File: config.mk
export PLATFORM = sky130hd
export DESIGN_NAME = unidade_controle_multiciclo
export DESIGN_NICKNAME = d
export VERILOG_FILES = /design/src/rtl/riscv_ctrl_pkg.sv /design/src/rtl/unidade_controle_multiciclo_gerador_imediato.sv /design/src/rtl/unidade_controle_multiciclo.sv
export SDC_FILE = /design/constraint.sdc
export NUM_CORES = 1
export LEC_CHECK = 0
export CAP_MARGIN = 5
export CORE_UTILIZATION = 43
export CTS_CLUSTER_SIZE = 12
export DETAILED_ROUTE_END_ITERATION = 7
export PLACE_DENSITY = 0.81
export SLEW_MARGIN = 15
export SYNTH_ARGS = -nofsm -noshare
export SYNTH_HDL_FRONTEND = slang
export SYNTH_SLANG_ARGS = --single-unit
File: constraint.sdc
create_clock -name i_clk -period 3.3 [get_ports i_clk]
set_input_delay 0.495 -clock i_clk [delete_from_list [all_inputs] [get_ports i_clk]]
set_output_delay 0.495 -clock i_clk [all_outputs]
set_load 0.03 [all_outputs]
File: src/rtl/riscv_ctrl_pkg.sv
// ---------------------------------------------------------------------------
// riscv_ctrl_pkg
// Shared definitions for the multicycle control unit: FSM state encoding,
// decoded-operation tags, immediate formats, ULA mux select codes, RV64
// opcode/funct constants and the instruction decode helpers.
// Optional feature macro: BRANCH_EN (adds BEQ/BNE to the decoder).
// ---------------------------------------------------------------------------
package riscv_ctrl_pkg;

    typedef enum logic [2:0] {
        ST_IDLE,
        ST_FETCH,
        ST_DECODE,
        ST_EXEC,
        ST_MEM,
        ST_HALT
    } state_e;

    typedef enum logic [3:0] {
        OP_ILLEGAL,
        OP_HALT,
        OP_LD,
        OP_SD,
        OP_ADD,
        OP_SUB,
        OP_ADDI,
        OP_BEQ,
        OP_BNE
    } op_e;

    typedef enum logic [1:0] {
        FMT_I,
        FMT_S,
        FMT_B
    } imm_fmt_e;

    // ULA input mux codes: A = douta (rs2), B = doutb (rs1), C = constante
    localparam logic [1:0] SEL_B = 2'd0;
    localparam logic [1:0] SEL_A = 2'd1;
    localparam logic [1:0] SEL_C = 2'd2;

    localparam logic [6:0] OPC_LOAD   = 7'b0000011;
    localparam logic [6:0] OPC_STORE  = 7'b0100011;
    localparam logic [6:0] OPC_OP     = 7'b0110011;
    localparam logic [6:0] OPC_OPIMM  = 7'b0010011;
    localparam logic [6:0] OPC_BRANCH = 7'b1100011;

    localparam logic [2:0] F3_DOUBLE = 3'b011;
    localparam logic [2:0] F3_ADD    = 3'b000;
    localparam logic [2:0] F3_BEQ    = 3'b000;
    localparam logic [2:0] F3_BNE    = 3'b001;

    localparam logic [6:0] F7_ADD = 7'b0000000;
    localparam logic [6:0] F7_SUB = 7'b0100000;

    localparam logic [31:0] INSTR_ZERO  = 32'h0000_0000;
    localparam logic [31:0] INSTR_ECALL = 32'h0000_0073;

    // Anything not explicitly recognised ends in HALT with illegal set;
    // the all-zero word and ECALL are the clean ways to stop the machine.
    function automatic op_e decode_op(input logic [31:0] ins);
        op_e op;
        op = OP_ILLEGAL;
        if (ins == INSTR_ZERO || ins == INSTR_ECALL) begin
            op = OP_HALT;
        end else begin
            case (ins[6:0])
                OPC_LOAD:  if (ins[14:12] == F3_DOUBLE) op = OP_LD;
                OPC_STORE: if (ins[14:12] == F3_DOUBLE) op = OP_SD;
                OPC_OP: begin
                    if (ins[14:12] == F3_ADD) begin
                        if (ins[31:25] == F7_ADD)      op = OP_ADD;
                        else if (ins[31:25] == F7_SUB) op = OP_SUB;
                    end
                end
                OPC_OPIMM: if (ins[14:12] == F3_ADD) op = OP_ADDI;
`ifdef BRANCH_EN
                OPC_BRANCH: begin
                    if (ins[14:12] == F3_BEQ)      op = OP_BEQ;
                    else if (ins[14:12] == F3_BNE) op = OP_BNE;
                end
`endif
                default: op = OP_ILLEGAL;
            endcase
        end
        return op;
    endfunction

    // Stores use the split S-immediate, branches the B-immediate, and
    // everything else (loads, ADDI) the plain I-immediate.
    function automatic imm_fmt_e imm_format(input op_e op);
        imm_fmt_e fmt;
        fmt = FMT_I;
        if (op == OP_SD)                        fmt = FMT_S;
        else if (op == OP_BEQ || op == OP_BNE)  fmt = FMT_B;
        return fmt;
    endfunction

endpackage

File: src/rtl/unidade_controle_multiciclo_gerador_imediato.sv
// ---------------------------------------------------------------------------
// gerador_imediato
// Builds the sign-extended immediate for the datapath from the instruction
// fields that carry immediate bits.
// Ports:
//   i_instrHi  instr[31:20]
//   i_instrLo  instr[11:7]
//   i_fmt      immediate format (I, S or B)
//   o_imm      XLEN-bit sign-extended immediate
// ---------------------------------------------------------------------------
module gerador_imediato
    import riscv_ctrl_pkg::*;
#(
    parameter int XLEN = 64
) (
    input  logic [11:0]     i_instrHi,
    input  logic [4:0]      i_instrLo,
    input  imm_fmt_e        i_fmt,
    output logic [XLEN-1:0] o_imm
);

    // B-immediate is a byte offset with an implicit zero LSB.
    always_comb begin
        o_imm = {{(XLEN-12){i_instrHi[11]}}, i_instrHi};
        case (i_fmt)
            FMT_S: o_imm = {{(XLEN-12){i_instrHi[11]}}, i_instrHi[11:5], i_instrLo};
            FMT_B: o_imm = {{(XLEN-13){i_instrHi[11]}}, i_instrHi[11], i_instrLo[0],
                            i_instrHi[10:5], i_instrLo[4:1], 1'b0};
            default: ;
        endcase
    end

endmodule

File: src/rtl/unidade_controle_multiciclo.sv
// ---------------------------------------------------------------------------
// unidade_controle_multiciclo
// Multicycle control FSM: fetches instructions, decodes LD/SD/ADD/SUB/ADDI
// and sequences register bank, ULA and data memory control lines.
// Optional feature macro: BRANCH_EN (BEQ/BNE support plus i_ula_zero input).
// Ports:
//   i_clk, i_rst_n          clock, synchronous active-low reset
//   i_start                 leave IDLE and run from the current PC
//   i_instr                 instruction memory data (valid cycle after o_endr)
//   i_ula_zero              ULA result is zero (BRANCH_EN only)
//   o_endr                  instruction address (PC, word index)
//   o_Ra / o_Rb / o_Rw      rs2 / rs1 / rd register addresses
//   o_WeR / o_WeM           register bank / data memory write enables
//   o_dinR_sel              register din: 0 ULA result, 1 memory data
//   o_constante             sign-extended immediate
//   o_soma_ou_subtrai       ULA enable, o_subtraindo selects subtraction
//   o_escolhe_entrada1/2    ULA input muxes (A=1, B=0, C=2)
//   o_busy / o_halted       running / stopped in HALT
//   o_illegal               sticky, halted on an unsupported encoding
// ---------------------------------------------------------------------------
module unidade_controle_multiciclo
    import riscv_ctrl_pkg::*;
#(
    parameter int          XLEN     = 64,
    parameter int          REG_AW   = 5,
    parameter int          PC_W     = 5,
    parameter int unsigned RESET_PC = 0
) (
    input  logic              i_clk,
    input  logic              i_rst_n,
    input  logic              i_start,
    input  logic [31:0]       i_instr,
`ifdef BRANCH_EN
    input  logic              i_ula_zero,
`endif
    output logic [PC_W-1:0]   o_endr,
    output logic [REG_AW-1:0] o_Ra,
    output logic [REG_AW-1:0] o_Rb,
    output logic [REG_AW-1:0] o_Rw,
    output logic              o_WeR,
    output logic              o_WeM,
    output logic              o_dinR_sel,
    output logic [XLEN-1:0]   o_constante,
    output logic              o_soma_ou_subtrai,
    output logic              o_subtraindo,
    output logic [1:0]        o_escolhe_entrada1,
    output logic [1:0]        o_escolhe_entrada2,
    output logic              o_busy,
    output logic              o_halted,
    output logic              o_illegal
);

    state_e          r_state;
    logic [PC_W-1:0] r_pc;
    logic [31:0]     r_ir;
    logic            r_illegal;
    logic            r_weR;
    logic            r_weM;
    logic            r_dinSel;
    logic            r_soma;
    logic            r_sub;
    logic [1:0]      r_esc1;
    logic [1:0]      r_esc2;

    logic [31:0]     w_ir;
    op_e             w_op;
    logic            w_rdNonZero;
    logic [XLEN-1:0] w_imm;
    logic [PC_W-1:0] w_pcRetire;

    // During DECODE the instruction is still on the memory bus and IR is
    // only loaded at the end of the cycle, so fields are taken straight
    // from i_instr there and from IR afterwards.
    assign w_ir        = (r_state == ST_DECODE) ? i_instr : r_ir;
    assign w_op        = decode_op(w_ir);
    assign w_rdNonZero = |w_ir[11:7];

    gerador_imediato #(
        .XLEN(XLEN)
    ) u_gerador_imediato (
        .i_instrHi(w_ir[31:20]),
        .i_instrLo(w_ir[11:7]),
        .i_fmt    (imm_format(w_op)),
        .o_imm    (w_imm)
    );

`ifdef BRANCH_EN
    logic w_taken;

    // The B-immediate is a byte offset; PC counts words, hence bits [PC_W+1:2].
    assign w_taken    = (w_op == OP_BEQ && i_ula_zero) || (w_op == OP_BNE && !i_ula_zero);
    assign w_pcRetire = w_taken ? (r_pc + w_imm[PC_W+1:2]) : (r_pc + PC_W'(1));
`else
    assign w_pcRetire = r_pc + PC_W'(1);
`endif

    // Main sequencer. Control outputs are registered: they are loaded on the
    // transition into the state in which they must be visible and cleared on
    // retire, which keeps WeR/WeM confined to EXEC/MEM.
    always_ff @(posedge i_clk) begin
        if (!i_rst_n) begin
            r_state   <= ST_IDLE;
            r_pc      <= PC_W'(RESET_PC);
            r_ir      <= '0;
            r_illegal <= 1'b0;
            r_weR     <= 1'b0;
            r_weM     <= 1'b0;
            r_dinSel  <= 1'b0;
            r_soma    <= 1'b0;
            r_sub     <= 1'b0;
            r_esc1    <= SEL_B;
            r_esc2    <= SEL_B;
        end else begin
            case (r_state)
                ST_IDLE: begin
                    if (i_start) r_state <= ST_FETCH;
                end
                ST_FETCH: begin
                    r_state <= ST_DECODE;
                end
                ST_DECODE: begin
                    r_ir <= i_instr;
                    case (w_op)
                        OP_HALT: r_state <= ST_HALT;
                        OP_ILLEGAL: begin
                            r_state   <= ST_HALT;
                            r_illegal <= 1'b1;
                        end
                        default: begin
                            r_state <= ST_EXEC;
                            r_soma  <= 1'b1;
                            case (w_op)
                                OP_ADD: begin
                                    r_esc1 <= SEL_A;
                                    r_esc2 <= SEL_B;
                                    r_weR  <= w_rdNonZero;
                                end
                                OP_SUB: begin
                                    r_esc1 <= SEL_B;
                                    r_esc2 <= SEL_A;
                                    r_sub  <= 1'b1;
                                    r_weR  <= w_rdNonZero;
                                end
                                OP_ADDI: begin
                                    r_esc1 <= SEL_B;
                                    r_esc2 <= SEL_C;
                                    r_weR  <= w_rdNonZero;
                                end
                                OP_SD: begin
                                    r_esc1 <= SEL_C;
                                    r_esc2 <= SEL_B;
                                    r_weM  <= 1'b1;
                                end
                                OP_LD: begin
                                    r_esc1 <= SEL_C;
                                    r_esc2 <= SEL_B;
                                end
                                OP_BEQ, OP_BNE: begin
                                    r_esc1 <= SEL_B;
                                    r_esc2 <= SEL_A;
                                    r_sub  <= 1'b1;
                                end
                                default: ;
                            endcase
                        end
                    endcase
                end
                ST_EXEC: begin
                    r_weM <= 1'b0;
                    if (w_op == OP_LD) begin
                        // Address mux stays put so memory data remains valid in MEM.
                        r_state  <= ST_MEM;
                        r_weR    <= w_rdNonZero;
                        r_dinSel <= 1'b1;
                    end else begin
                        r_state <= ST_FETCH;
                        r_pc    <= w_pcRetire;
                        r_weR   <= 1'b0;
                        r_soma  <= 1'b0;
                        r_sub   <= 1'b0;
                        r_esc1  <= SEL_B;
                        r_esc2  <= SEL_B;
                    end
                end
                ST_MEM: begin
                    r_state  <= ST_FETCH;
                    r_pc     <= r_pc + PC_W'(1);
                    r_weR    <= 1'b0;
                    r_dinSel <= 1'b0;
                    r_soma   <= 1'b0;
                    r_esc1   <= SEL_B;
                    r_esc2   <= SEL_B;
                end
                ST_HALT: begin
                    r_state <= ST_HALT;
                end
                default: r_state <= ST_IDLE;
            endcase
        end
    end

    assign o_endr             = r_pc;
    assign o_Ra               = REG_AW'(w_ir[24:20]);
    assign o_Rb               = REG_AW'(w_ir[19:15]);
    assign o_Rw               = REG_AW'(w_ir[11:7]);
    assign o_WeR              = r_weR;
    assign o_WeM              = r_weM;
    assign o_dinR_sel         = r_dinSel;
    assign o_constante        = w_imm;
    assign o_soma_ou_subtrai  = r_soma;
    assign o_subtraindo       = r_sub;
    assign o_escolhe_entrada1 = r_esc1;
    assign o_escolhe_entrada2 = r_esc2;
    assign o_busy             = (r_state != ST_IDLE) && (r_state != ST_HALT);
    assign o_halted           = (r_state == ST_HALT);
    assign o_illegal          = r_illegal;

endmodule

### Word level (Yosys, flattened, before mapping)

Index checks and enable logic that the tools add are counted.

* add/subtract/negate cells: 1
* eq/ne operators: 32
* mux-type cells: 40
* reductions and logical operators: 28

Operators with widths (number)
* 32-bit by 7-bit == test with 1-bit output (second input constant): 1
* 32-bit zero test: 1
* 32-bit two-way mux: 1
* 12-bit case mux with 2 select lines: 1
* 2-bit case mux with 3 select lines: 4
* 7-bit by 6-bit == test with 1-bit output (second input constant): 3
* 3-bit two-way mux: 7
* 3-bit case mux with 6 select lines: 1
* 4-bit by 3-bit == test with 1-bit output (second input constant): 4
* 4-bit case mux with 4 select lines: 1
* 2-bit two-way mux: 7
* 2-bit inequality test (second input constant): 6
* 4-bit AND reduction: 3
* 1-bit two-way mux: 10
* 5-bit case mux with 2 select lines: 1
* 3-bit by 2-bit == test with 1-bit output (second input constant): 3
* 3-bit AND reduction: 3
* 3-bit OR reduction: 3
* 4-bit by 2-bit == test with 1-bit output (second input constant): 2
* 4-bit by 3-bit inequality test with 1-bit output (second input constant): 2
* 7-bit by 2-bit == test with 1-bit output (second input constant): 1
* 7-bit by 5-bit == test with 1-bit output (second input constant): 1
* 7-bit zero test: 1
* 3-bit == test (second input constant): 2
* 22 further kinds: 32

* register bits: 50
* bits of input ports: 35
* output and inout bits: 96
* logic and storage cells: 112

### Depth between registers and ports, before layout

Gate-level depths: netlist of run 1.

* word-level depth: 14
* depth in mapped cells: 9
* gate-level depth less buffers: 6

### Hierarchy

From an unflattened synthesis of run 1, not the netlist that was laid out.

* cell total of the unflattened synthesis: 427
* area, all modules: 3208.1 µm²

Modules (own cells, without submodules)
* unidade_controle_multiciclo: instances 1, cells each 346, area each 2647.5 µm²
* gerador_imediato: instances 1, cells each 81, area each 560.5 µm²

### Worst setup path before layout of run 1

OpenSTA, ideal clock, no wires.

* kind: reg-to-output
* start: register r_state[0]
* end: output port o_constante[12]
* data arrival time: 2.623 ns
* slack: 0.182 ns
* stages on the path, launching flop included: 8
* buffers on the path: 4
* path through: dfxtp_1 -> buf_6 -> nor3b_1 -> clkbuf_1 -> buf_2 -> nand2_1 -> nand2_1 -> buf_4

* longest elaborated chain between the ends: 2

RTL lines
* start: declaration: RTL line unidade_controle_multiciclo.sv:53 `state_e r_state;`
* start signal: assignment: RTL line unidade_controle_multiciclo.sv:102 `r_state <= ST_IDLE;`
* start signal: assignment: RTL line unidade_controle_multiciclo.sv:116 `if (i_start) r_state <= ST_FETCH;`
* start signal: assignment: RTL line unidade_controle_multiciclo.sv:119 `r_state <= ST_DECODE;`
* 3-bit by 2-bit == test with 1-bit output: RTL line unidade_controle_multiciclo.sv:74 `assign w_ir = (r_state == ST_DECODE) ? i_instr : r_ir;`
* 32-bit two-way mux
* end: declaration: RTL line unidade_controle_multiciclo.sv:43 `output logic [XLEN-1:0] o_constante,`

No other way between the ends.

### Final worst setup path of run 1

* start: input port i_instr[2]
* end: output port o_constante[3]

* longest elaborated chain between the ends: 10

RTL lines
* start: declaration: RTL line unidade_controle_multiciclo.sv:32 `input logic [31:0] i_instr,`
* 32-bit two-way mux *
* 7-bit by 5-bit == test with 1-bit output, or another cell as far along: RTL line riscv_ctrl_pkg.sv:67 `case (ins[6:0])`
* 4-bit case mux with 4 select lines / 1-bit logical OR (equally long branches): RTL line riscv_ctrl_pkg.sv:67, riscv_ctrl_pkg.sv:64
* 4-bit two-way mux *: RTL line riscv_ctrl_pkg.sv:64 `if (ins == INSTR_ZERO || ins == INSTR_ECALL) begin`
* 4-bit by 3-bit == test with 1-bit output / 4-bit == test (equally long branches): RTL line riscv_ctrl_pkg.sv:95 `else if (op == OP_BEQ || op == OP_BNE) fmt = FMT_B;`
* 1-bit logical OR: RTL line riscv_ctrl_pkg.sv:95
* 2-bit two-way mux: RTL line riscv_ctrl_pkg.sv:95
* 2-bit two-way mux *: RTL line riscv_ctrl_pkg.sv:94 `if (op == OP_SD) fmt = FMT_S;`
* 2-bit == test / 2-bit by 1-bit == test with 1-bit output (equally long branches): RTL line unidade_controle_multiciclo_gerador_imediato.sv:25 `case (i_fmt)`
* 12-bit case mux with 2 select lines *: RTL line unidade_controle_multiciclo_gerador_imediato.sv:25

Every way passes the cells marked *; elsewhere a longest branch is shown, timed or not.

==> impl_metrics.env, run 1 <==
export IMPL_status="finished, final reports clean"
export IMPL_start_util_pct=45.1
export IMPL_ys_warn_count=0
export IMPL_fillerInstances=654
export IMPL_max_freq_mhz=316
export IMPL_synth_area_per_cell_um2=7.58
export IMPL_drive_above_1_share_pct=17.9
export IMPL_post_cts_buffers=0
export IMPL_yosysSeqAreaShare_pct=32.3
export IMPL_syn_area_um2=3100
export IMPL_diodes=0
export IMPL_hold_buffers=0
export IMPL_rows=30
export IMPL_setup_violations=0
export IMPL_antenna_found_initial=0
export IMPL_cts_sinks=50
export IMPL_ant_nets=0
export IMPL_cts_root_buffer="clkbuf_8"
export IMPL_cts_resized_gates=0
export IMPL_drv_slew=0
export IMPL_synth_common_cells="73 x buf_4, 72 x nand2_1, 50 x dfxtp_1"
export IMPL_worstHoldPathType="flip-flop to flip-flop"
export IMPL_path_cells="clkdlybuf4s50_1 > or4_1 > nor4_1 > nor2_1 > nor2_2 > buf_12 > mux2i_1 > buf_4"
export IMPL_post_dp_cell_area_um2=3850
export IMPL_synth_seq_cells=50
export IMPL_synth_most_common_cell="buf_4"
export IMPL_synth_top_cell_area_share_pct=32.3
export IMPL_min_period_ns=3.17
export IMPL_grt_usage_pct=20.4
export IMPL_tns_ns=0
export IMPL_max_cap_violations=0
export IMPL_synth_nets=445
export IMPL_peakVddDrop_mv=0.214
export IMPL_synth_edf_count=0
export IMPL_die_h_um=86.9
export IMPL_syn2layout_area_growth_pct=27.4
export IMPL_io_pins=131
export IMPL_wl_per_cell_um=13.7
export IMPL_finalCritPeriodShare_pct=96.0
export IMPL_drt_pass1_iter_count=4
export IMPL_core_area_um2=6870
export IMPL_die_w_um=86.9
export IMPL_min_from="o_soma_ou_subtrai"
export IMPL_final_area_um2=3950
export IMPL_hold_violations=0
export IMPL_synth_top_cells_by_area="dfxtp_1 32%, buf_4 18%, nand2_1 8.7%, mux2i_1 5.8%, a21oi_1 5.2%"
export IMPL_p_per_area_nw_per_um2=427
export IMPL_drt_total_wl_um=7720
export IMPL_final_cells=564
export IMPL_synthFlopType="dfxtp_1"
export IMPL_grt_max_degree=53
export IMPL_cp_required_ns=2.80
export IMPL_grt_pass1_vias=2542
export IMPL_cp_slowest_stage_delay_ns=0.61
export IMPL_synth_cells=409
export IMPL_clock_latency_ns=0.31
export IMPL_cts_tree="yes"
export IMPL_timing_rr_end="r_state[1]"
export IMPL_place_congestion=0.872
export IMPL_r2r_start="r_state[0]"
export IMPL_multi_input_area_um2=1430
export IMPL_cp_start_kind="input port"
export IMPL_reg2reg_depth=7
export IMPL_timing_hold_ws_ns=0.455
export IMPL_min_to="o_soma_ou_subtrai"
export IMPL_dr_total_vias=2854
export IMPL_cts_buffers=5
export IMPL_grt_pass1_wl_um=12100
export IMPL_clock_skew_ns=0.00674
export IMPL_clkTransAtPathRegs_ns=0.09
export IMPL_drc=0
export IMPL_worst_setup_path_end_kind="output pin"
export IMPL_ys_async_sr_fraction_pct=0
export IMPL_worst_path_max_fanout=6
export IMPL_min_path_cells=2
export IMPL_cts_buffer_depth=2
export IMPL_rsz0062_at_grt="false"
export IMPL_cp_arrival_ns=2.67
export IMPL_crit_type="input port to output pin"
export IMPL_grt_ovfl_total=0
export IMPL_htree_levels=2
export IMPL_slew_limit_headroom_pct=65.2
export IMPL_hpwl_um=5890
export IMPL_yosys_area_top_type="dfxtp_1"
export IMPL_viasPerCell=5.06
export IMPL_synthDistinctLibCells=56
export IMPL_worst_slew_pin_transition_ns=0.521
export IMPL_regArea_um2=1000
export IMPL_dp_cells=556
export IMPL_cp_slowest_cell="or4_1"
export IMPL_die_area_um2=7550
export IMPL_fin_nets=503
export IMPL_io_buffers=130
export IMPL_r2r_slack_ns=0.81
export IMPL_power_leakage_nw=1.69
export IMPL_drt_iter0_markers=141
## worst max path at each step
stage / startpoint / to / slack (ns) / depth (start not counted)
floorplan: r_state[0] / o_constante[12] / 0.18 / 7
global placement: i_instr[2] / o_constante[2] / 0.20 / 8
detailed placement: i_instr[2] / o_constante[3] / 0.17 / 8
CTS: i_instr[2] / o_constante[3] / 0.13 / 8
global route: i_instr[2] / o_constante[3] / 0.04 / 8
finish: i_instr[2] / o_constante[3] / 0.13 / 8
## final cells by class
cell class                 instances  area share (%)
inverter                          14            1.33
timing repair buffer             140            31.5
tap                               96            3.04
clock inverter                     2           0.412
multi-input combinational        256            36.3
sequential                        50            25.3
clock buffer                       6            2.09
## through the flow
step	power (mW)	worst slack (ns)	util [%]
detailed placement	1.32	0.169	56.1
global route	1.77	0.0356	57.5
CTS	1.70	0.130	57.5
finish	1.69	0.133	57.5
floorplan	1.17	0.182	-
global placement	1.31	0.202	56.1
## power breakdown
| group | internal (mW) | switching, mW | total, mW |
|---|---|---|---|
| combinational | 0.248 | 0.391 | 0.639 |
| clock | 0.173 | 0.212 | 0.385 |
| sequential | 0.633 | 0.0315 | 0.664 |
## logic make-up after synthesis
group | after synthesis | synth area share [%]
flip-flops | 50 | 32.3
AO/OA/AOI/OAI | 68 | 13.4
AND/OR/NAND/NOR | 167 | 25.8
multiplexers | 18 | 5.81
adder cells (fa/ha/maj) | 1 | 0.403
buffers and inverters | 103 | 21.7
XOR/XNOR | 2 | 0.565
## critical path: cells and delay by family
family	cells	cell delay, ns
and+or+nand+nor	4	1.23
muxes	1	0.19
buffers and inverters	3	0.75
## sequential cells by signal, summed over array words and instances (netlist names)
register	flops
r_state	3
o_endr	5
o_escolhe_entrada2	2
o_soma_ou_subtrai	1
o_escolhe_entrada1	2
o_illegal	1
o_WeR	1
o_subtraindo	1
r_ir	32
o_WeM	1
o_dinR_sel	1
## cells in the final DEF, fill, tap and decap left out, types with 11 or more instances in the layout
| cell | instances |
|---|---|
| o21ai_0 | 14 |
| dfxtp_1 | 50 |
| inv_1 | 13 |
| nand3_1 | 11 |
| buf_4 | 66 |
| nor2_1 | 31 |
| clkdlybuf4s50_1 | 73 |
| a21oi_1 | 32 |
| mux2i_1 | 18 |
| nand2_1 | 72 |
## routing by layer
metal / global-route usage (%) / vias to the layer above / share of wire, %
met5: 0 / - / 0
met4: 5.00 / 0 / 1.1
met3: 4.83 / 10 / 6.7
met2: 34.4 / 93 / 48
met1: 26.3 / 1316 / 44
li1: - / 1435 / -
No activity file was read; power rests on OpenSTA's default activity.
==> run 2, diff against run 1 <==
--- a/config.mk
+++ b/config.mk
@@ -9,8 +9,9 @@
 export CORE_UTILIZATION = 43
 export CTS_CLUSTER_SIZE = 12
 export DETAILED_ROUTE_END_ITERATION = 7
+export GPL_ROUTABILITY_DRIVEN = 0
+export HOLD_SLACK_MARGIN = 0.05
 export PLACE_DENSITY = 0.81
-export SLEW_MARGIN = 15
 export SYNTH_ARGS = -nofsm -noshare
 export SYNTH_HDL_FRONTEND = slang
 export SYNTH_SLANG_ARGS = --single-unit
==> impl_metrics.env, run 2 (synthesized netlist as in run 1, its figures left out) <==
export IMPL_status="finished, final reports clean"
export IMPL_min_period_ns=3.16
export IMPL_largest_reg_flops=32
export IMPL_cts_root_buffer="clkbuf_8"
export IMPL_p_per_area_nw_per_um2=438
export IMPL_drv_slew=0
export IMPL_worst_slew_pin_transition_ns=0.577
export IMPL_cp_start_kind="input port"
export IMPL_crit_type="input port to output pin"
export IMPL_die_area_um2=7550
export IMPL_cp_arrival_ns=2.66
export IMPL_path_cells="clkdlybuf4s50_1 > or4_1 > nor4_1 > nor2_1 > nor2_2 > buf_4 > mux2i_1 > buf_4"
export IMPL_finalCritPeriodShare_pct=95.7
export IMPL_antenna_found_initial=0
export IMPL_cts_resized_gates=0
export IMPL_cts_buffer_depth=2
export IMPL_max_cap_violations=0
export IMPL_grt_usage_pct=19.6
export IMPL_grt_pass1_vias=2473
export IMPL_seq_power_share_pct=38.4
export IMPL_wl_per_cell_um=13.5
export IMPL_die_w_um=86.9
export IMPL_drt_pass1_iter_count=6
export IMPL_timing_hold_ws_ns=0.448
export IMPL_worstHoldPathType="flip-flop to flip-flop"
export IMPL_layout_commonest_cell="clkdlybuf4s50_1"
export IMPL_pre_cts_ws_ns=0.167
export IMPL_hold_violations=0
export IMPL_tns_ns=0
export IMPL_core_area_um2=6870
export IMPL_grt_ovfl_total=0
export IMPL_cp_buffers_inverters=3
export IMPL_max_freq_mhz=317
export IMPL_clock_skew_ns=0.00740
export IMPL_switchingPower_uw=622
export IMPL_drt_iter0_markers=174
export IMPL_drive_above_1_share_pct=17.9
export IMPL_final_area_um2=3950
export IMPL_die_h_um=86.9
export IMPL_dr_total_vias=2884
export IMPL_setup_violations=0
export IMPL_worst_setup_path_end_kind="output pin"
export IMPL_worst_path_max_fanout=6
export IMPL_viasPerCell=5.11
export IMPL_hpwl_um=5710
export IMPL_drt_total_wl_um=7590
export IMPL_final_util_pct=57.5
export IMPL_cp_top_family="simple AND/OR/NAND/NOR gates"
export IMPL_fin_nets=503
export IMPL_rsz0062_at_grt="false"
export IMPL_io_buffers=130
export IMPL_grt_pass1_wl_um=11800
export IMPL_clock_latency_ns=0.30
export IMPL_drc=0
export IMPL_finalPower_mw=1.73
export IMPL_cts_tree="yes"
export IMPL_grt_max_degree=54
export IMPL_dp_cells=556
export IMPL_layout_common_cells="73 x clkdlybuf4s50_1, 72 x nand2_1, 67 x buf_4"
export IMPL_power_leakage_nw=1.70
export IMPL_htree_levels=2
export IMPL_post_dp_cell_area_um2=3840
export IMPL_crit_top_cell="buf_4"
export IMPL_rows=30
export IMPL_power_internal_mw=1.11
export IMPL_ant_nets=0
export IMPL_syn2layout_area_growth_pct=27.5
export IMPL_power_clock_fraction_pct=24.8
export IMPL_io_pins=131
export IMPL_final_cells=564
export IMPL_peakVddDrop_mv=0.223
export IMPL_clkTransAtPathRegs_ns=0.09
export IMPL_top_register="r_ir"
export IMPL_diodes=0
export IMPL_hold_buffers=0
export IMPL_slew_limit_headroom_pct=60.5
export IMPL_cts_buffers=5
export IMPL_post_cts_buffers=0
export IMPL_cp_required_ns=2.80
export IMPL_p_comb_share_pct=36.8
export IMPL_start_util_pct=45.1
export IMPL_cp_slowest_stage_delay_ns=0.60
export IMPL_cts_sinks=50
export IMPL_cp_slowest_cell="or4_1"
export IMPL_p_sw_share_pct=36.0
export IMPL_fin_ws_ns=0.141
[run 2: changes by cell type in the layout (fill, tap and decap cells not counted), sizes merged]
cell and change:
clkinv +1, bufinv +1, clkbuf -1, clkinvlp -1
[run 2: final timing paths]
| check | cells after the start | startpoint | slack, ns | to |
|---|---|---|---|---|
| setup reg to reg | 7 | r_state[0] | 0.78 | o_WeR |
| setup / recovery | 8 | i_instr[2] | 0.14 | o_constante[3] |
| hold reg to reg | 2 | o_soma_ou_subtrai | 0.45 | o_soma_ou_subtrai |
| hold / removal | 2 | o_soma_ou_subtrai | 0.45 | o_soma_ou_subtrai |
[run 2: power groups by stage]
stage | combinational (mW) | sequential, mW | clock [mW]
5_1_grt | 0.680 | 0.668 | 0.466
3_3_place_gp | 0.630 | 0.676 | 0
3_5_place_dp | 0.637 | 0.677 | 0
2_1_floorplan | 0.490 | 0.677 | 0
4_1_cts | 0.640 | 0.663 | 0.441
6_report | 0.637 | 0.664 | 0.429
[run 2: cell type report]
type                            instances  area (um^2)
Clock inverter                          3         43.8
Multi-Input combinational cell        256         1430
Fill cell                             618         2920
Sequential cell                        50         1000
Timing Repair Buffer                  140         1230
Inverter                               14         52.6
Clock buffer                            5         68.8
Tap cell                               96          120
[run 2: metal layers]
| metal | track usage, % | part of all wire (%) | vias to the layer above |
|---|---|---|---|
| met4 | 5.00 | 1.4 | 0 |
| met1 | 26.6 | 45 | 1318 |
| met5 | 0 | 0 | - |
| met2 | 32.1 | 47 | 126 |
| met3 | 3.70 | 7.3 | 9 |
| li1 | - | - | 1431 |
[run 2: worst register-to-register path: stages (launching register included)]
cell and delay [ns]:
dfxtp_1 0.48, or3b_1 0.60, nor4_1 0.42, buf_4 0.18, o21ai_0 0.17, nand3_1 0.19
nand3_1 0.09, a222oi_1 0.31
